$ cat src/rtl/rvfi_serial_pkg.sv
// Shared types and helpers for the RVFI channel serializer.
// Record packing, MSB first: {rs1_addr, rs1_rdata, rs2_addr, rs2_rdata, rd_addr, rd_wdata}.
package rvfi_serial_pkg;

    localparam int unsigned ADDR_W   = 5;
    localparam int unsigned ORDER_W  = 64;
    localparam int unsigned MAX_CH   = 32;
    localparam int unsigned XLEN_DEF = 32;

    function automatic int unsigned rec_w(input int unsigned xlen);
        return 3 * ADDR_W + 3 * xlen;
    endfunction

    // Field offsets for the default register width.
    localparam int unsigned REC_W_DEF      = 3 * ADDR_W + 3 * XLEN_DEF;
    localparam int unsigned RD_WDATA_LSB   = 0;
    localparam int unsigned RD_ADDR_LSB    = XLEN_DEF;
    localparam int unsigned RS2_RDATA_LSB  = XLEN_DEF + ADDR_W;
    localparam int unsigned RS2_ADDR_LSB   = 2 * XLEN_DEF + ADDR_W;
    localparam int unsigned RS1_RDATA_LSB  = 2 * XLEN_DEF + 2 * ADDR_W;
    localparam int unsigned RS1_ADDR_LSB   = 3 * XLEN_DEF + 2 * ADDR_W;

    typedef struct packed {
        logic [ADDR_W-1:0]   rs1_addr;
        logic [XLEN_DEF-1:0] rs1_rdata;
        logic [ADDR_W-1:0]   rs2_addr;
        logic [XLEN_DEF-1:0] rs2_rdata;
        logic [ADDR_W-1:0]   rd_addr;
        logic [XLEN_DEF-1:0] rd_wdata;
    } rec_t;

    function automatic int unsigned popcount(input logic [MAX_CH-1:0] v);
        int unsigned n;
        n = 0;
        for (int unsigned i = 0; i < MAX_CH; i++) begin
            n += int'(v[i]);
        end
        return n;
    endfunction

    // Channel index of the slot-th set bit of v, counting from bit 0.
    function automatic int unsigned compact_idx(input logic [MAX_CH-1:0] v,
                                                input int unsigned slot);
        int unsigned seen;
        int unsigned idx;
        logic        found;
        seen  = 0;
        idx   = 0;
        found = 1'b0;
        for (int unsigned i = 0; i < MAX_CH; i++) begin
            if (v[i] && !found) begin
                if (seen == slot) begin
                    idx   = i;
                    found = 1'b1;
                end
                seen++;
            end
        end
        return idx;
    endfunction

endpackage

$ cat src/rtl/rvfi_serial_fifo.sv
// Multi-write / single-read record store with wrapping pointers and an occupancy level.
// Writes up to NRET pre-compacted entries per cycle; clear drops all content.
module rvfi_serial_fifo
    import rvfi_serial_pkg::*;
#(
    parameter int unsigned NRET  = 2,
    parameter int unsigned W     = 175,
    parameter int unsigned DEPTH = 8
) (
    input  logic                       clock,
    input  logic                       resetn,
    input  logic                       clear,
    input  logic                       push,
    input  logic [$clog2(NRET+1)-1:0]  push_cnt,
    input  logic [NRET*W-1:0]          push_data,
    input  logic                       pop,
    output logic [W-1:0]               head,
    output logic [$clog2(DEPTH):0]     level
);

    localparam int unsigned PW = $clog2(DEPTH);
    localparam int unsigned LW = PW + 1;

    logic [W-1:0]  mem [DEPTH];
    logic [PW-1:0] wr_ptr_q, rd_ptr_q;
    logic [LW-1:0] level_q, level_d;

    always_comb begin
        level_d = level_q;
        if (push) level_d = level_d + LW'(push_cnt);
        if (pop)  level_d = level_d - LW'(1);
    end

    // Memory is reset too so nothing stale is visible after reset.
    always_ff @(posedge clock or negedge resetn) begin
        if (!resetn) begin
            for (int i = 0; i < int'(DEPTH); i++) mem[i] <= '0;
            wr_ptr_q <= '0;
            rd_ptr_q <= '0;
            level_q  <= '0;
        end else if (clear) begin
            wr_ptr_q <= '0;
            rd_ptr_q <= '0;
            level_q  <= '0;
        end else begin
            if (push) begin
                for (int j = 0; j < int'(NRET); j++) begin
                    if (j < int'(push_cnt)) mem[wr_ptr_q + PW'(j)] <= push_data[j*W +: W];
                end
                wr_ptr_q <= wr_ptr_q + PW'(push_cnt);
            end
            if (pop) rd_ptr_q <= rd_ptr_q + PW'(1);
            level_q <= level_d;
        end
    end

    assign head  = mem[rd_ptr_q];
    assign level = level_q;

endmodule

$ cat src/rtl/rvfi_channel_serializer.sv
// Serializes NRET RVFI retire channels onto one valid/ready record stream.
// Define RVFI_SERIAL_ORDER_CHECK_EN to enable the sticky rvfi_order continuity check.
module rvfi_channel_serializer
    import rvfi_serial_pkg::*;
#(
    parameter int unsigned NRET  = 2,
    parameter int unsigned XLEN  = 32,
    parameter int unsigned DEPTH = 8
) (
    input  logic                          clock,
    input  logic                          resetn,
    input  logic                          flush,
    input  logic [NRET-1:0]               in_valid,
    input  logic [NRET*ORDER_W-1:0]       in_order,
    input  logic [NRET*rec_w(XLEN)-1:0]   in_rec,
    output logic                          out_valid,
    input  logic                          out_ready,
    output logic [ORDER_W-1:0]            out_order,
    output logic [rec_w(XLEN)-1:0]        out_rec,
    output logic [$clog2(DEPTH):0]        level,
    output logic                          overflow,
    output logic                          order_err
);

    localparam int unsigned REC_W = rec_w(XLEN);
    localparam int unsigned ENT_W = ORDER_W + REC_W;
    localparam int unsigned KW    = $clog2(NRET + 1);
    localparam int unsigned LW    = $clog2(DEPTH) + 1;

    logic [MAX_CH-1:0]      valid_ext;
    logic [KW-1:0]          k;
    logic                   room, push, pop;
    logic [NRET*ENT_W-1:0]  packed_data;
    logic [ENT_W-1:0]       head;
    logic                   overflow_q;

    assign valid_ext = MAX_CH'(in_valid);
    assign k         = KW'(popcount(valid_ext));

    // Space is judged on the pre-pop level; a same-cycle pop frees nothing.
    assign room = ({1'b0, level} + (LW+1)'(k)) <= (LW+1)'(DEPTH);
    assign push = !flush && (k != '0) && room;
    assign pop  = !flush && out_valid && out_ready;

    always_comb begin
        int unsigned idx;
        packed_data = '0;
        for (int j = 0; j < int'(NRET); j++) begin
            idx = compact_idx(valid_ext, unsigned'(j));
            packed_data[j*ENT_W +: ENT_W] = {in_order[idx*ORDER_W +: ORDER_W],
                                             in_rec[idx*REC_W +: REC_W]};
        end
    end

    rvfi_serial_fifo #(
        .NRET  (NRET),
        .W     (ENT_W),
        .DEPTH (DEPTH)
    ) u_fifo (
        .clock     (clock),
        .resetn    (resetn),
        .clear     (flush),
        .push      (push),
        .push_cnt  (k),
        .push_data (packed_data),
        .pop       (pop),
        .head      (head),
        .level     (level)
    );

    assign out_valid = (level != '0);
    assign out_order = head[ENT_W-1 -: ORDER_W];
    assign out_rec   = head[REC_W-1:0];

    always_ff @(posedge clock or negedge resetn) begin
        if (!resetn) begin
            overflow_q <= 1'b0;
        end else if (!flush && (k != '0) && !room) begin
            overflow_q <= 1'b1;
        end
    end

    assign overflow = overflow_q;

`ifdef RVFI_SERIAL_ORDER_CHECK_EN
    logic [ORDER_W-1:0] last_order_q;
    logic               have_last_q;
    logic               order_err_q;

    // Flush restarts the baseline but keeps any error already flagged.
    always_ff @(posedge clock or negedge resetn) begin
        if (!resetn) begin
            last_order_q <= '0;
            have_last_q  <= 1'b0;
            order_err_q  <= 1'b0;
        end else if (flush) begin
            last_order_q <= '0;
            have_last_q  <= 1'b0;
        end else if (pop) begin
            if (have_last_q && (out_order != last_order_q + ORDER_W'(1))) order_err_q <= 1'b1;
            last_order_q <= out_order;
            have_last_q  <= 1'b1;
        end
    end

    assign order_err = order_err_q;
`else
    assign order_err = 1'b0;
`endif

endmodule

$ cat config.mk
export PLATFORM = sky130hd
export DESIGN_NAME = rvfi_channel_serializer
export DESIGN_NICKNAME = d
export VERILOG_FILES = /design/src/rtl/rvfi_serial_pkg.sv /design/src/rtl/rvfi_serial_fifo.sv /design/src/rtl/rvfi_channel_serializer.sv
export SDC_FILE = /design/constraint.sdc
export NUM_CORES = 2
export LEC_CHECK = 0
export CELL_PAD_IN_SITES_DETAIL_PLACEMENT = 0
export CELL_PAD_IN_SITES_GLOBAL_PLACEMENT = 2
export CORE_MARGIN = 4
export CORE_UTILIZATION = 44
export DETAILED_ROUTE_END_ITERATION = 8
export PLACE_DENSITY_LB_ADDON = 0.1
export SLEW_MARGIN = 20
export SYNTH_ARGS = -nofsm -noshare
export SYNTH_HDL_FRONTEND = slang
export SYNTH_HIERARCHICAL = 1
export SYNTH_SLANG_ARGS = --single-unit
$ cat constraint.sdc
create_clock -name clock -period 8.3 [get_ports clock]
set_input_delay 2.075 -clock clock [delete_from_list [all_inputs] [get_ports clock]]
set_output_delay 2.075 -clock clock [all_outputs]
set_load 0.01 [all_outputs]
==> flow_summary.ini <==
[worst_setup_path]
end_kind = flop
rr_startpoint = u_fifo/wr_ptr_q[0]
crit_type = input pin to flop
reg2reg_to = u_fifo/mem[764]
rrSetupSlack_ps = 3360
reg2reg_depth = 7
start_kind = input pin
worst_ep_required_time_ps = 8950
worstPathArrival_ps = 7380
cp_max_fo = 31

[global_route]
grt_pass1_wl_microns = 521000
grt_max_degree = 183
grt_overflow_total = 0
antenna_found_initial = 33
grt.total_usage_pct = 38.2
grt_pass1_vias = 68200

[drt]
initialDrtViolationCount = 9029
wirelength_microns = 365000
ant_nets = 0
drc_errors = 0
wire_per_inst_microns = 39.3
vias = 68700
viasPerCell = 7.39
drtPass1Iterations = 6

[synthesis]
syn_area_sq_um = 78900
yosysTopAreaCell = dfrtp_1
syn_avg_cell_area_sq_um = 11.3
syn-num-nets = 7339
yosys-top-cells-area = dfrtp_1 45%, mux4_2 12%, mux2_2 6.1%, o2bb2ai_1 5.6%, a22oi_1 4.9%
syn_inst = 6969
synth_ff_type = dfrtp_1
synth.distinct_cells = 65
synth-seq-area-share_pct = 44.7
ys_ff_latch = 1411
netlist.area_leader.share_pct = 44.7
synth-edff-count = 0
synthArstFlopShare_pct = 100
synth-warning-count = 6

[clock_network]
clock_latency_ps = 830
cts_sinks = 1411
holdBufCountCts = 0
cts_tree = built
clockBufferDepth = 3
cts-resized-gates = 0
cts_root_buf = clkbuf_16
post-cts-setup-buffer-count = 0
cts_buffers = 164
htree_levels = 4
clkTransAtPathRegs_ps = 60

[finish]
final_common_cell = dfrtp_1
layout.nets = 7157
final_layout_size_suffix_gt1_share_pct = 22.1
seq_area_sq_um = 35300
synthToLayoutAreaGrowth_pct = 15.4
final.fill_count = 15700
layout_common_cells = 1408 x dfrtp_1, 533 x clkdlybuf4s50_1, 518 x a22oi_1
multiInputGateArea_sq_um = 39000

[sta]
min_period_ps = 6730
max_freq_mhz = 149
hold_viol_final = 0
clock-skew-final_ps = 20.6
tightest_slew_ps = 1260
setup_viol = 0
rsz0062_at_grt = no
slew_headroom_pct = 15.9
drv_slew = 0
setup_tns_ps = 0
final.period_utilization_pct = 81.1

[placement]
io_buffers = 536
dp_hpwl_microns = 195000
gp_congestion = 0.835

[power_and_ir_drop]
power_density_nw_per_um2 = 269
power_switching_share_pct = 31.5
p_leak_nw = 34.7
power_mw = 24.5
p_seq_share_pct = 39.2
pwr-share-comb_pct = 30.0
p_sw_mw = 7.69
p_clk_share_pct = 30.8
intPower_mw = 16.8
vdd_drop_max_mv = 0.198

[die]
die_w_microns = 432
dieArea_sq_um = 186000
start_util_pct = 44.2
fp.dieH_microns = 432
fp.coreArea_sq_um = 178000
pin_count = 538
fp-row-count = 155

[hold_path]
hold_path_end = u_fifo/mem[917]
hold_path.class = flop to flop
holdPathStages = 1
min_from = u_fifo/mem[917]

[job]
drv_cap = 0

[outcome]
status = finished clean
[synth_stat cells, types with 2 or more instances]
library cell and instances:
xnor2_1 3, a32oi_1 15, a21oi_2 3, a221o_1 23, and3_1 3, o2111ai_1 2
nand2_1 130, clkbuf_2 8, o2bb2ai_1 505, o221a_1 2, dfrtp_1 1411, a22oi_1 518
o211a_1 2, fa_1 2, xor2_1 5, nand3_1 26, a2bb2oi_1 254, mux4_2 431
o21a_1 40, a21oi_1 490, nor3_1 7, mux2_2 425, or3_1 117, o21ai_0 8
o21ai_1 6, inv_1 230, buf_2 152, nor3_2 6, o22ai_1 506, mux2i_1 29
clkbuf_1 700, buf_1 188, o221a_2 161, nor2_1 255, buf_4 15, nor3b_1 3
nand2b_1 5, o22a_1 43, or2_2 3, o32ai_1 124, and2_1 4, o32a_1 5
ha_1 12, nand4_1 44, nor2b_1 28
[cells by family (layout without fill, tap and decap cells)]
family	Yosys count	in the layout	synth area share, %
XOR/XNOR	10	10	0.144
other	1	25	0.00475
AND/OR/NAND/NOR	638	638	3.84
flip-flops	1411	1411	44.7
AO/OA/AOI/OAI	2716	2716	25.8
multiplexers	885	885	18.7
adder cells (fa/ha/maj)	14	14	0.241
buffers and inverters	1294	1245	6.49
[layer usage]
layer  global-route usage [%]  vias up  routed length (microns)
met2                     57.2     4744                   162000
li1                         -    27000                        -
met3                     9.47      978                    39500
met5                        0        -                       43
met1                     51.4    36000                   141000
met4                     20.6        6                    22200
[power groups by stage]
stage | combinational, mW | sequential, mW | clock, mW
5_1_grt | 7.76 | 9.75 | 7.87
2_1_floorplan | 4.52 | 9.28 | 0
4_1_cts | 7.32 | 9.55 | 7.60
3_5_place_dp | 7.29 | 9.63 | 0
3_3_place_gp | 7.21 | 9.60 | 0
6_report | 7.34 | 9.58 | 7.53
[worst max-delay path: stages]
cell             delay, ps
clkdlybuf4s50_1        610
inv_1                  140
ha_1                   380
buf_4                  200
ha_1                   230
ha_1                   190
a21o_1                 180
xor2_1                 140
or3_1                  380
a2111oi_4              770
nor3b_1                260
buf_4                  220
nand3_4                520
buf_4                  600
o22ai_1                320
a21oi_1                 60
[flip-flops by register name, summed over array words and instances (netlist names)]
register         flops
overflow             1
u_fifo/wr_ptr_q      3
u_fifo/rd_ptr_q      3
u_fifo/mem        1400
u_fifo/level         4
[layout make-up]
class | count | area share, %
well taps | 2355 | 3.24
clock buffers | 257 | 5.56
diodes | 24 | 0.0660
flip-flops and latches | 1411 | 38.8
clock inverters | 42 | 0.475
repair buffers | 716 | 8.08
multi-input cells | 4264 | 42.8
inverters | 230 | 0.948
[metrics by stage]
stage                     instance area, sq um  utilization [%]  instances  hold WS, ps  setup WS [ps]
after floorplan                          78900                -       6969          451           2150
after global placement                   85500             47.9       8976          466            916
final                                    91100             51.0       9299          481           1570
after global routing                     91000             51.0       9280          493           1550
after detailed placement                 85500             47.9       8976          468            908
after CTS                                91000             51.0       9275          484           1760
[worst max path at each step]
stage | depth (start not counted) | startpoint | slack, ps | to
2_1_floorplan | 17 | in_valid[0] | 2150 | u_fifo/mem[1157]
3_5_place_dp | 16 | in_valid[0] | 910 | u_fifo/mem[1114]
3_3_place_gp | 16 | in_valid[0] | 920 | u_fifo/mem[1114]
4_1_cts | 16 | in_valid[0] | 1760 | u_fifo/mem[1114]
6_report | 16 | in_valid[0] | 1570 | u_fifo/mem[1114]
5_1_grt | 15 | in_valid[0] | 1550 | u_fifo/mem[14]
Note: power is estimated with default switching activity, not from simulation.
